$ cat src/rtl/neopix_tx.sv
// neopix_tx: serialises a frame of 24-bit GRB pixels onto a WS2812 data line.
//
// Fetches one pixel per LED from an external colour store, using a
// request/address handshake. It sends each pixel MSB first (G7 .. B0), then
// holds the line low for the latch interval.
//
// Parameters
//   NUM_LEDS      maximum LEDs per frame (>= 2)
//   SYSTEM_CLOCK  clk_i frequency in Hz
// Ports
//   clk_i           clock, rising edge
//   reset_i         asynchronous active-high reset
//   start_i         frame start request, sampled while idle
//   led_count_i     LEDs to send this frame (clamped to NUM_LEDS)
//   red_i/green_i/blue_i  colour of the pixel at address_o, sampled in LOAD
//   busy_o          frame in progress
//   data_request_o  one-cycle fetch pulse for the pixel at address_o
//   address_o       current LED index
//   do_o            WS2812 serial output
// Build option
//   NEOPIX_TX_FULL_CHAIN_EN  when defined, every frame is NUM_LEDS long and
//                            led_count_i is ignored.
module neopix_tx #(
  parameter int unsigned NUM_LEDS     = 8,
  parameter int unsigned SYSTEM_CLOCK = 50000000
) (
  input  logic                        clk_i,
  input  logic                        reset_i,
  input  logic                        start_i,
  input  logic [$clog2(NUM_LEDS):0]   led_count_i,
  input  logic [7:0]                  red_i,
  input  logic [7:0]                  green_i,
  input  logic [7:0]                  blue_i,
  output logic                        busy_o,
  output logic                        data_request_o,
  output logic [$clog2(NUM_LEDS)-1:0] address_o,
  output logic                        do_o
);

  localparam int unsigned AW     = $clog2(NUM_LEDS);
  localparam int unsigned CW     = AW + 1;
  localparam int unsigned TBIT   = SYSTEM_CLOCK / 800000;
  localparam int unsigned T0H    = SYSTEM_CLOCK / 2500000;
  localparam int unsigned T1H    = SYSTEM_CLOCK / 1250000;
  localparam int unsigned TLATCH = SYSTEM_CLOCK / 12500;
  localparam int unsigned TMAX   = (TLATCH > TBIT) ? TLATCH : TBIT;
  localparam int unsigned TW     = $clog2(TMAX + 1);
  localparam int unsigned BW     = 5;

  typedef enum logic [2:0] {
    S_IDLE  = 3'd0,
    S_PREP  = 3'd1,
    S_REQ   = 3'd2,
    S_LOAD  = 3'd3,
    S_BIT   = 3'd4,
    S_LATCH = 3'd5
  } state_e;

  state_e        state_q, state_d;
  logic [CW-1:0] n_q, n_d;
  logic [AW-1:0] addr_q, addr_d;
  logic [23:0]   shift_q, shift_d;
  logic [BW-1:0] bit_q, bit_d;
  logic [TW-1:0] cyc_q, cyc_d;
  logic          last_q, last_d;
  logic          busy_q, busy_d;
  logic          req_q, req_d;
  logic          do_q, do_d;

  logic [CW-1:0] n_start_c;
  logic          more_c;
  logic          bit_end_c;
  logic          word_end_c;
  logic          latch_end_c;

  // Frame length captured at the start edge.
`ifdef NEOPIX_TX_FULL_CHAIN_EN
  logic unused_count_c;
  assign unused_count_c = ^led_count_i;
  assign n_start_c      = CW'(NUM_LEDS);
`else
  assign n_start_c = (led_count_i > CW'(NUM_LEDS)) ? CW'(NUM_LEDS) : led_count_i;
`endif

  // Another LED follows the one currently addressed.
  assign more_c      = (CW'(addr_q) + CW'(1)) < n_q;
  assign bit_end_c   = (cyc_q == TW'(TBIT - 1));
  assign word_end_c  = bit_end_c && (bit_q == BW'(23));
  assign latch_end_c = (cyc_q == TW'(TLATCH - 1));

  // State and datapath registers.
  always_ff @(posedge clk_i or posedge reset_i) begin
    if (reset_i) begin
      state_q <= S_IDLE;
      n_q     <= '0;
      addr_q  <= '0;
      shift_q <= '0;
      bit_q   <= '0;
      cyc_q   <= '0;
      last_q  <= 1'b0;
      busy_q  <= 1'b0;
      req_q   <= 1'b0;
      do_q    <= 1'b0;
    end else begin
      state_q <= state_d;
      n_q     <= n_d;
      addr_q  <= addr_d;
      shift_q <= shift_d;
      bit_q   <= bit_d;
      cyc_q   <= cyc_d;
      last_q  <= last_d;
      busy_q  <= busy_d;
      req_q   <= req_d;
      do_q    <= do_d;
    end
  end

  // Next-state logic.
  always_comb begin
    state_d = state_q;
    unique case (state_q)
      S_IDLE: begin
        if (start_i) begin
          state_d = (n_start_c == '0) ? S_LATCH : S_PREP;
        end
      end
      S_PREP:  state_d = S_REQ;
      S_REQ:   state_d = S_LOAD;
      S_LOAD:  state_d = S_BIT;
      S_BIT: begin
        if (word_end_c) begin
          state_d = last_q ? S_LATCH : S_REQ;
        end
      end
      S_LATCH: begin
        if (latch_end_c) begin
          state_d = S_IDLE;
        end
      end
      default: state_d = S_IDLE;
    endcase
  end

  // Datapath updates; outputs are registered from the next state so they
  // line up with the state they belong to.
  always_comb begin
    n_d     = n_q;
    addr_d  = addr_q;
    shift_d = shift_q;
    bit_d   = bit_q;
    cyc_d   = cyc_q;
    last_d  = last_q;

    unique case (state_q)
      S_IDLE: begin
        addr_d = '0;
        bit_d  = '0;
        cyc_d  = '0;
        if (start_i) begin
          n_d = n_start_c;
        end
      end
      S_LOAD: begin
        shift_d = {green_i, red_i, blue_i};
        bit_d   = '0;
        cyc_d   = '0;
        // Address moves on only when another pixel is still to be fetched,
        // so it never exceeds N-1; last_q remembers which word is final.
        last_d  = !more_c;
        if (more_c) begin
          addr_d = addr_q + AW'(1);
        end
      end
      S_BIT: begin
        if (bit_end_c) begin
          cyc_d   = '0;
          bit_d   = bit_q + BW'(1);
          shift_d = {shift_q[22:0], 1'b0};
        end else begin
          cyc_d = cyc_q + TW'(1);
        end
      end
      S_LATCH: begin
        if (latch_end_c) begin
          cyc_d  = '0;
          addr_d = '0;
        end else begin
          cyc_d = cyc_q + TW'(1);
        end
      end
      default: begin
      end
    endcase

    busy_d = (state_d != S_IDLE);
    req_d  = (state_d == S_REQ);
    do_d   = (state_d == S_BIT) &&
             (cyc_d < (shift_d[23] ? TW'(T1H) : TW'(T0H)));
  end

  assign busy_o         = busy_q;
  assign data_request_o = req_q;
  assign address_o      = addr_q;
  assign do_o           = do_q;

endmodule

$ cat config.mk
export PLATFORM = sky130hd
export DESIGN_NAME = neopix_tx
export DESIGN_NICKNAME = d
export VERILOG_FILES = /design/src/rtl/neopix_tx.sv
export SDC_FILE = /design/constraint.sdc
export NUM_CORES = 1
export LEC_CHECK = 0
export BUFFER_PORTS_ARGS = -buffer_cell sky130_fd_sc_hd__clkbuf_2
export CORE_MARGIN = 5
export CORE_UTILIZATION = 30
export CTS_BUF_LIST = sky130_fd_sc_hd__clkbuf_8
export DETAILED_ROUTE_END_ITERATION = 8
export SYNTH_ARGS = -nofsm -noshare
export SYNTH_HDL_FRONTEND = slang
export SYNTH_SLANG_ARGS = --single-unit
$ cat constraint.sdc
create_clock -name clk_i -period 3.1 [get_ports clk_i]
set_clock_uncertainty 0.05 [all_clocks]
set_input_delay 0.31 -clock clk_i [delete_from_list [all_inputs] [get_ports clk_i]]
set_output_delay 0.31 -clock clk_i [all_outputs]
set_load 0.02 [all_outputs]
==> results of run 1 <==
==> through the flow <==
step,hold WS (ns),setup WS [ns]
2_1_floorplan,0.377,0.253
3_5_place_dp,0.257,0.211
6_report,0.145,0.238
4_1_cts,0.142,0.173
3_3_place_gp,0.252,0.282
5_1_grt,0.155,0.0179
==> power breakdown <==
group	switching [mW]	internal, mW
Clock	0.259	0.167
Sequential	0	0.717
Combinational	0.0209	0.0164
Total	0.280	0.900
==> cells in the final DEF, fill, tap and decap left out, types with 2 or more instances in the layout <==
master | Yosys | layout
nand2_1 | 56 | 56
dfrtp_1 | 55 | 55
clkbuf_2 | 0 | 36
nor2_1 | 23 | 23
a22oi_1 | 22 | 22
o21ai_0 | 14 | 14
buf_4 | 1 | 11
xnor2_1 | 10 | 10
nor3_1 | 10 | 10
ha_1 | 10 | 10
inv_1 | 9 | 8
a21oi_1 | 7 | 7
nand3_1 | 5 | 5
nand4_1 | 5 | 5
nand2b_1 | 5 | 5
clkbuf_8 | 0 | 5
a31oi_1 | 4 | 4
a21o_1 | 4 | 4
and3_1 | 4 | 4
nor4_1 | 4 | 4
o21a_1 | 3 | 3
xor2_1 | 3 | 3
a22o_1 | 3 | 3
and2_1 | 2 | 2
a21boi_0 | 2 | 2
or4_1 | 2 | 2
o21ba_2 | 2 | 2
mux2_2 | 2 | 2
o21bai_1 | 2 | 2
inv_6 | 0 | 2
==> kinds of logic after synthesis <==
logic type,share of synthesized area
DFF,0.473
adders and majority gates,0.0430
AOI/OAI and AO/OA,0.170
buffers and inverters,0.0348
muxes,0.0112
xor gates and xnor gates,0.0391
and+or+nand+nor,0.229
==> worst min path at each step <==
stage,slack [ns],cells after the start,endpoint,start
5_1_grt,0.16,3,shift_q[0]$_DFFE_PP0P_,blue_i[0]
3_5_place_dp,0.26,2,shift_q[9]$_DFFE_PP0P_,reset_i
4_1_cts,0.14,3,shift_q[0]$_DFFE_PP0P_,blue_i[0]
6_report,0.15,3,shift_q[0]$_DFFE_PP0P_,blue_i[0]
3_3_place_gp,0.25,2,shift_q[9]$_DFFE_PP0P_,reset_i
2_1_floorplan,0.38,2,shift_q[0]$_DFFE_PP0P_,blue_i[0]
==> sequential cells by signal, summed over array words and instances (netlist names) <==
signal and cells:
shift_q 24, cyc_q 12, bit_q 5, n_q 4, address_o 3, state_q 3, busy_o 1, data_request_o 1
do_o 1, last_q 1
==> final cells by class <==
cell class	instances	area (um2)	share of cell area
Sequential cell	55	1380	0.407
Clock buffer	5	68.8	0.0203
Clock inverter	3	26.3	0.00776
Tap cell	133	166	0.0492
Multi-Input combinational cell	230	1440	0.426
Inverter	9	33.8	0.00998
Timing Repair Buffer	48	273	0.0806
==> timing repair <==
item                                    CTS  global route
hold endpoints to repair                 17             0
gates resized for setup                   0             2
hold buffers                              1             0
endpoints found under the setup margin    0             1
buffers inserted                          0             1
==> tightest hold or removal path, delay by kind of cell <==
| kind | cells | cell delay, ns |
|---|---|---|
| buffers and inverters | 1 | 0.07 |
| AO/OA/AOI/OAI | 1 | 0.05 |
| AND/OR/NAND/NOR | 1 | 0.04 |
==> per-layer routing <==
layer / wire length (um) / track usage
met3: 277 / 0.0310
met1: 3190 / 0.162
met5: 0 / 0
met2: 3020 / 0.189
met4: 43 / 0.0216
==> summary.md, run 1 <==
| Metric | Value |
|---|---|
| Status | `finished clean` |
| Boundary Pins | `37` |
| Clock Latency Late Sink | `0.31 ns` |
| Total of max-cap violations | `0` |
| Fin cells | `483` |
| Sequential fraction of the synthesis area | `0.473` |
| RSZ-0062 raised after global routing | `false` |
| Syn Nets | `349` |
| Final hold vios | `0` |
| Clock Tree Buf Depth | `2` |
| Most common cell in the netlist | `nand2_1` |
| Synth area leaders | `dfrtp_1, nand2_1, a22oi_1` |
| Critical path destination | `do_o$_DFF_PP0_` |
| Top delay family on crit path | `simple AND/OR/NAND/NOR gates` |
| WP data required | `3.27 ns` |
| Reg clk slew, reported paths | `0.11 ns` |
| Port buffer count | `36` |
| Highest net fanout along the worst path | `5` |
| #FFs+latches synth | `55` |
| Ys flop type | `dfrtp_1` |
| Vias | `2359` |
| CP arrival | `3.03 ns` |
| Final WL | `6.53 mm` |
| Post-Syn Area | `2910 um2` |
| Ratio of cells with drive above 1 in the final layout | `0.200` |
| Ant. Diodes | `0` |
| Worst setup path category | `flop to flop` |
| Cts bufs inserted | `5` |
| Post-route ant nets | `0` |
| Power density over the cells | `349 nW/um2` |
| Clock Root Buffer | `clkbuf_8` |
| Reg2reg path depth | `10` |
| Total core area | `9590 um2` |
| Routed wire per std cell | `13.5 um` |
| DR iter-0 viols | `126` |
| Number of synthesized flops with an enable pin | `0` |
| Crit-path cells | `or4_4, nor4_4, a22o_1, a21oi_2, buf_4, ha_1, nand3_1, o21bai_1, a41oi_1, nor4_2` |
| Chip Height | `108 um` |
| Slowest Stage Delay on Critical Path | `0.60 ns` |
| R2R Path End | `do_o$_DFF_PP0_` |
| Global-route wire length before repair | `11.3 mm` |
| R2R Path Start | `cyc_q[6]$_DFF_PP0_` |
| Cell Area, Placed | `3260 um2` |
| Post-Syn Instances | `308` |
| FP Rows | `36` |
| Number of cells on the critical path | `10` |
| Starting density of the core | `0.303` |
| Slowest CP cell | `or4_4` |
| Yosys warnings | `0` |
| H-tree depth | `2` |
| P_leak | `1.53 nW` |
| Vias per std cell | `4.88` |
| Async SR Flop Fraction | `1.00` |
| Critical Path Start | `cyc_q[6]$_DFF_PP0_` |
| Post-route cell area | `3380 um2` |
| Gr usage total | `0.118` |
| Reg2reg setup slack | `0.24 ns` |
| Die area | `11800 um2` |
| GPL Wtd Cong | `0.880` |
| Initial antenna violation count | `0` |
| DP Cell Count | `473` |
| Gr ovfl total | `0` |
| Area Growth Syn to Fin | `16.3%` |
| Vias in the first global route | `2416` |
| Pwr Total | `1.18 mW` |
| Worst path bufs/invs | `1` |
| Peak VDD IR | `0.000226 V` |
| Slew headroom | `0.672` |
| DRT Pass-1 Iters | `4` |
| Total negative slack | `0 ns` |
| Most frequent cells after synthesis | `nand2_1, dfrtp_1, nor2_1, a22oi_1, o21ai_0` |
| Fin util | `0.353` |
| Worst Max-Slew Pin Slew | `0.492 ns` |
| CTS sink cnt | `55` |
| CP startpoint kind | `flop` |
| Synthesized area per cell | `9.45 um2` |
| Crit end category | `flop` |
| CTS tree | `done` |
| Area fraction of the dominant cell type after synthesis | `0.473` |
| Fmax | `0.349 GHz` |
| Dominant cell type by area after synthesis | `dfrtp_1` |
| Period Utilization, post-route | `0.923` |
| HPWL Detailed | `4.79 mm` |
| Crit path time final | `2.86 ns` |
| Number of remaining DRC errors | `0` |
| Fillers | `1000` |
| Largest net degree at the start of global routing | `39` |
| Slew Viols, Final | `0` |
| Nets | `390` |
| Distinct cells, synth | `55` |
| Die Wd | `108 um` |
| Final setup fails | `0` |
| Min-delay worst type | `primary input to flop` |
Power figures use the tool's default switching activity.
==> inputs of run 2 (changes only) <==
clock period = 3.47 ns   (was 3.1 ns; I/O delays follow)
==> summary.md, run 2 (same netlist as run 1, synthesis figures left out) <==
| Metric | Value |
|---|---|
| Status | `finished clean` |
| Cell Area, Placed | `3240 um2` |
| Worst setup path category | `flop to flop` |
| Ratio of cells with drive above 1 in the final layout | `0.186` |
| Total core area | `9590 um2` |
| H-tree depth | `2` |
| Commonest non-fill, non-tap cell in the layout | `nand2_1` |
| M3 GR Usage | `0.0269` |
| Postcts setup bufs | `0` |
| HPWL Detailed | `4.63 mm` |
| Total negative slack | `0 ns` |
| Die Wd | `108 um` |
| Chip Height | `108 um` |
| FP Rows | `36` |
| Resized Gates After CTS | `0` |
| Gr usage total | `0.117` |
| CP arrival | `3.13 ns` |
| Crit end category | `flop` |
| Fin util | `0.348` |
| Worst Max-Slew Pin Slew | `0.823 ns` |
| Critical path destination | `do_o$_DFF_PP0_` |
| Number of remaining DRC errors | `0` |
| Global-route wire length before repair | `11.1 mm` |
| Period Utilization, post-route | `0.858` |
| Post-route ant nets | `0` |
| Starting density of the core | `0.303` |
| Peak VDD IR | `0.000201 V` |
| Vias per std cell | `4.91` |
| Gr ovfl total | `0` |
| Worst path bufs/invs | `1` |
| GPL Wtd Cong | `0.878` |
| Slew headroom | `0.451` |
| Largest net degree at the start of global routing | `39` |
| DP Cell Count | `470` |
| Min-delay worst type | `primary input to asynchronous set/reset pin` |
| Global-route met1 utilization | `0.160` |
| Vias | `2347` |
| Final hold vios | `0` |
| Critical Path Start | `cyc_q[7]$_DFF_PP0_` |
| Clock Latency Late Sink | `0.32 ns` |
| Crit path time final | `2.98 ns` |
| Power density over the cells | `316 nW/um2` |
| Area Growth Syn to Fin | `14.7%` |
| Slowest Stage Delay on Critical Path | `0.59 ns` |
| Hold_buf cts | `0` |
| DR iter-0 viols | `158` |
| Pwr Total | `1.05 mW` |
| Biggest regs | `shift_q x24, cyc_q x12, bit_q x5` |
| CTS sink cnt | `55` |
| Routed wire per std cell | `13.2 um` |
| Gr busiest metal | `met2` |
| CTS tree | `done` |
| Most frequent cells in the layout | `nand2_1, dfrtp_1, clkbuf_2` |
| Highest net fanout along the worst path | `11` |
| Clock Tree Buf Depth | `2` |
| Reg2reg setup slack | `0.49 ns` |
| Nets | `385` |
| RSZ-0062 raised after global routing | `false` |
| Top delay family on crit path | `simple AND/OR/NAND/NOR gates` |
| DRT Pass-1 Iters | `5` |
| Post-route cell area | `3340 um2` |
| Slew Viols, Final | `0` |
| CP startpoint kind | `flop` |
| WP data required | `3.62 ns` |
| Final WL | `6.29 mm` |
| Initial antenna violation count | `0` |
| R2R Path End | `do_o$_DFF_PP0_` |
| CP most frequent cell | `o21bai_1` |
| Die area | `11800 um2` |
| Total of max-cap violations | `0` |
| Boundary Pins | `37` |
| R2R Path Start | `cyc_q[7]$_DFF_PP0_` |
| Fin cells | `478` |
| Ant. Diodes | `0` |
| P_leak | `1.50 nW` |
| Reg2reg path depth | `11` |
| Largest register FFs | `24` |
| Final setup fails | `0` |
| Cts bufs inserted | `5` |
| Slowest CP cell | `or4_4` |
| Vias in the first global route | `2344` |
| Reg clk slew, reported paths | `0.11 ns` |
| Port buffer count | `36` |
| Number of cells on the critical path | `11` |
| Fmax | `0.336 GHz` |
| Crit-path cells | `or4_4, nor3_4, o21bai_1, a211oi_1, buf_4, nor2_1, ha_1, nand3_1, o21bai_1, a41oi_1, nor4_2` |
| Top reg by flops | `shift_q` |
| Clock Root Buffer | `clkbuf_8` |
| M2 GR Usage | `0.188` |
## run 2: cell types whose count changed in the layout (fill, tap and decap cells not counted), sizes merged
cell and change:
buf -4, dlygate4sd3 -1
## run 2: per-layer routing
metal	wire [um]	vias to the layer above	share of wire
li1	-	1163	-
met1	3050	1128	0.49
met2	2910	51	0.46
met3	266	5	0.042
met4	61	0	0.0097
met5	0	-	0
## run 2: how the worst min path moves through the flow
stage	startpoint	endpoint	slack, ns	cells past startpoint
final	reset_i	shift_q[12]$_DFFE_PP0P_	0.11	2
after global routing	blue_i[0]	shift_q[0]$_DFFE_PP0P_	0.18	3
after CTS	reset_i	shift_q[12]$_DFFE_PP0P_	0.14	2
after detailed placement	shift_q[12]$_DFFE_PP0P_	shift_q[12]$_DFFE_PP0P_	0.41	2
after global placement	shift_q[2]$_DFFE_PP0P_	shift_q[2]$_DFFE_PP0P_	0.41	2
after floorplan	n_q[0]$_DFFE_PP0P_	n_q[0]$_DFFE_PP0P_	0.39	2
## run 2: area by class of cell
cell class	instances	area, um2
Sequential cell	55	1380
Tap cell	133	166
Timing Repair Buffer	43	233
Clock inverter	3	26.3
Clock buffer	5	68.8
Inverter	9	33.8
Multi-Input combinational cell	230	1430
Fill cell	988	6260
## run 2: through the flow
stage	setup WS (ns)	hold WS [ns]
floorplan	0.623	0.394
global placement	0.558	0.408
detailed placement	0.496	0.413
CTS	0.477	0.143
global route	0.335	0.179
finish	0.494	0.112
## run 2: power breakdown
| group | total [mW] | switching [mW] | internal [mW] | leakage [nW] |
|---|---|---|---|---|
| combinational | 0.0329 | 0.0189 | 0.0140 | 0.829 |
| sequential | 0.641 | 0 | 0.641 | 0.623 |
| clock | 0.381 | 0.232 | 0.149 | 0.0491 |
| total | 1.05 | 0.251 | 0.804 | 1.50 |
==> inputs of run 3 (changes only) <==
CORE_ASPECT_RATIO = 1.4   (was not set)
GPL_TIMING_DRIVEN = 0   (was not set)
==> summary.md, run 3 (same netlist as run 1, synthesis figures left out) <==
| Metric | Value |
|---|---|
| Status | `finished clean` |
| M2 GR Usage | `0.212` |
| Clock Tree Buf Depth | `2` |
| Starting density of the core | `0.308` |
| Final WL | `6.65 mm` |
| Nets | `396` |
| Post-route ant nets | `0` |
| Commonest non-fill, non-tap cell in the layout | `nand2_1` |
| Top reg by flops | `shift_q` |
| Global-route wire length before repair | `11.7 mm` |
| Gr ovfl total | `0` |
| Gr usage total | `0.122` |
| Crit path time final | `3.25 ns` |
| Highest net fanout along the worst path | `10` |
| Worst Max-Slew Pin Slew | `0.525 ns` |
| CP startpoint kind | `flop` |
| Reg clk slew, reported paths | `0.10 ns` |
| Ratio of cells with drive above 1 in the final layout | `0.185` |
| M3 GR Usage | `0.0284` |
| Total core area | `9460 um2` |
| Boundary Pins | `37` |
| Final setup fails | `0` |
| Period Utilization, post-route | `0.936` |
| Vias per std cell | `5.19` |
| Initial antenna violation count | `0` |
| Fillers | `984` |
| Number of remaining DRC errors | `0` |
| CTS sink cnt | `55` |
| Multi-input gate area | `1440 um2` |
| Peak VDD IR | `0.000319 V` |
| Vias in the first global route | `2413` |
| Die area | `11800 um2` |
| Worst setup path category | `flop to flop` |
| Most frequent cells in the layout | `nand2_1, dfrtp_1, clkbuf_2` |
| CP arrival | `3.40 ns` |
| Final hold vios | `0` |
| Fmax | `0.308 GHz` |
| Largest net degree at the start of global routing | `34` |
| Crit end category | `flop` |
| Clock Root Buffer | `clkbuf_8` |
| Global-route met1 utilization | `0.142` |
| Fin util | `0.358` |
| DR iter-0 viols | `100` |
| Slew Viols, Final | `0` |
| Vias | `2419` |
| Cts bufs inserted | `5` |
| FF/Latch Area | `1380 um2` |
| Ant. Diodes | `0` |
| HPWL Detailed | `5.11 mm` |
| Total of max-cap violations | `0` |
| Chip Height | `127 um` |
| Gr busiest metal | `met2` |
| Min-delay worst type | `primary input to flop` |
| P_leak | `1.54 nW` |
| WP data required | `3.63 ns` |
| FP Rows | `42` |
| RSZ-0062 raised after global routing | `false` |
| Clock Latency Late Sink | `0.32 ns` |
| H-tree depth | `2` |
| GPL Wtd Cong | `0.826` |
| Port buffer count | `36` |
| Die Wd | `93.2 um` |
| Biggest regs | `shift_q x24, cyc_q x12, bit_q x5` |
| CTS tree | `done` |
| DRT Pass-1 Iters | `4` |
| Total negative slack | `0 ns` |
| Area Growth Syn to Fin | `16.5%` |
| Routed wire per std cell | `14.3 um` |
| Slew headroom | `0.650` |
| Largest register FFs | `24` |
| Power density over the cells | `327 nW/um2` |
-- run 3: cell types whose count changed in the layout (fill, tap and decap cells not counted), moves of 2 or more --
cell	delta
inv_6	-2
buf_4	-4
buf_2	+3
clkbuf_1	+8
-- run 3: critical path, stage by stage, from the launching register on --
cell	delay, ns
dfrtp_1	0.36
buf_2	0.16
or4_4	0.57
nor3_4	0.30
o21bai_1	0.12
a211oi_2	0.27
buf_4	0.21
nor2_1	0.07
ha_1	0.29
nand3_1	0.12
o21bai_1	0.18
a41oi_1	0.33
nor4_2	0.08
-- run 3: timing repair --
item | in CTS | in global routing
gates resized for setup | 0 | 1
endpoints found under the setup margin | 0 | 1
endpoints found under the hold margin | 14 | 0
setup buffers | 0 | 2
hold buffers | 1 | 0
-- run 3: path summary, 6_finish.rpt --
check	end	depth (start not counted)	startpoint	slack [ns]
worst min-delay path	shift_q[15]$_DFFE_PP0P_	3	red_i[7]	0.20
worst min register to register	n_q[0]$_DFFE_PP0P_	2	n_q[0]$_DFFE_PP0P_	0.44
worst max-delay path	do_o$_DFF_PP0_	12	cyc_q[7]$_DFF_PP0_	0.22
max in group asynchronous	data_request_o$_DFF_PP0_	4	reset_i	2.27
worst max register to register	do_o$_DFF_PP0_	12	cyc_q[7]$_DFF_PP0_	0.22
min in group asynchronous	state_q[2]$_DFF_PP0_	3	reset_i	0.55
-- run 3: power by group --
part | internal, mW | switching [mW]
registers | 0.640 | 0
logic | 0.0163 | 0.0196
clock network | 0.215 | 0.219
-- run 3: cell type report --
| cell class | instances | area share |
|---|---|---|
| Sequential cell | 55 | 0.406 |
| Tap cell | 110 | 0.0406 |
| Clock inverter | 3 | 0.0129 |
| Inverter | 9 | 0.00996 |
| Timing Repair Buffer | 40 | 0.0664 |
| Multi-Input combinational cell | 230 | 0.424 |
| Clock buffer | 5 | 0.0203 |
| Buffer | 14 | 0.0199 |
-- run 3: per-stage QoR --
step / hold slack [ns] / power [mW] / area [um2] / setup WS (ns) / cells
after floorplan: 0.394 / 0.664 / 2910 / 0.623 / 308
after global placement: 0.410 / 0.686 / 3230 / 0.139 / 454
after detailed placement: 0.354 / 0.689 / 3250 / 0.140 / 455
after CTS: 0.185 / 1.13 / 3370 / 0.125 / 464
after global routing: 0.193 / 1.16 / 3390 / 0.00141 / 466
final: 0.201 / 1.11 / 3390 / 0.222 / 466
-- run 3: layer usage --
| layer | part of all wire | vias to the layer above |
|---|---|---|
| met5 | 0 | - |
| met4 | 0.022 | 0 |
| met3 | 0.042 | 10 |
| met2 | 0.52 | 50 |
| met1 | 0.42 | 1175 |
| li1 | - | 1184 |
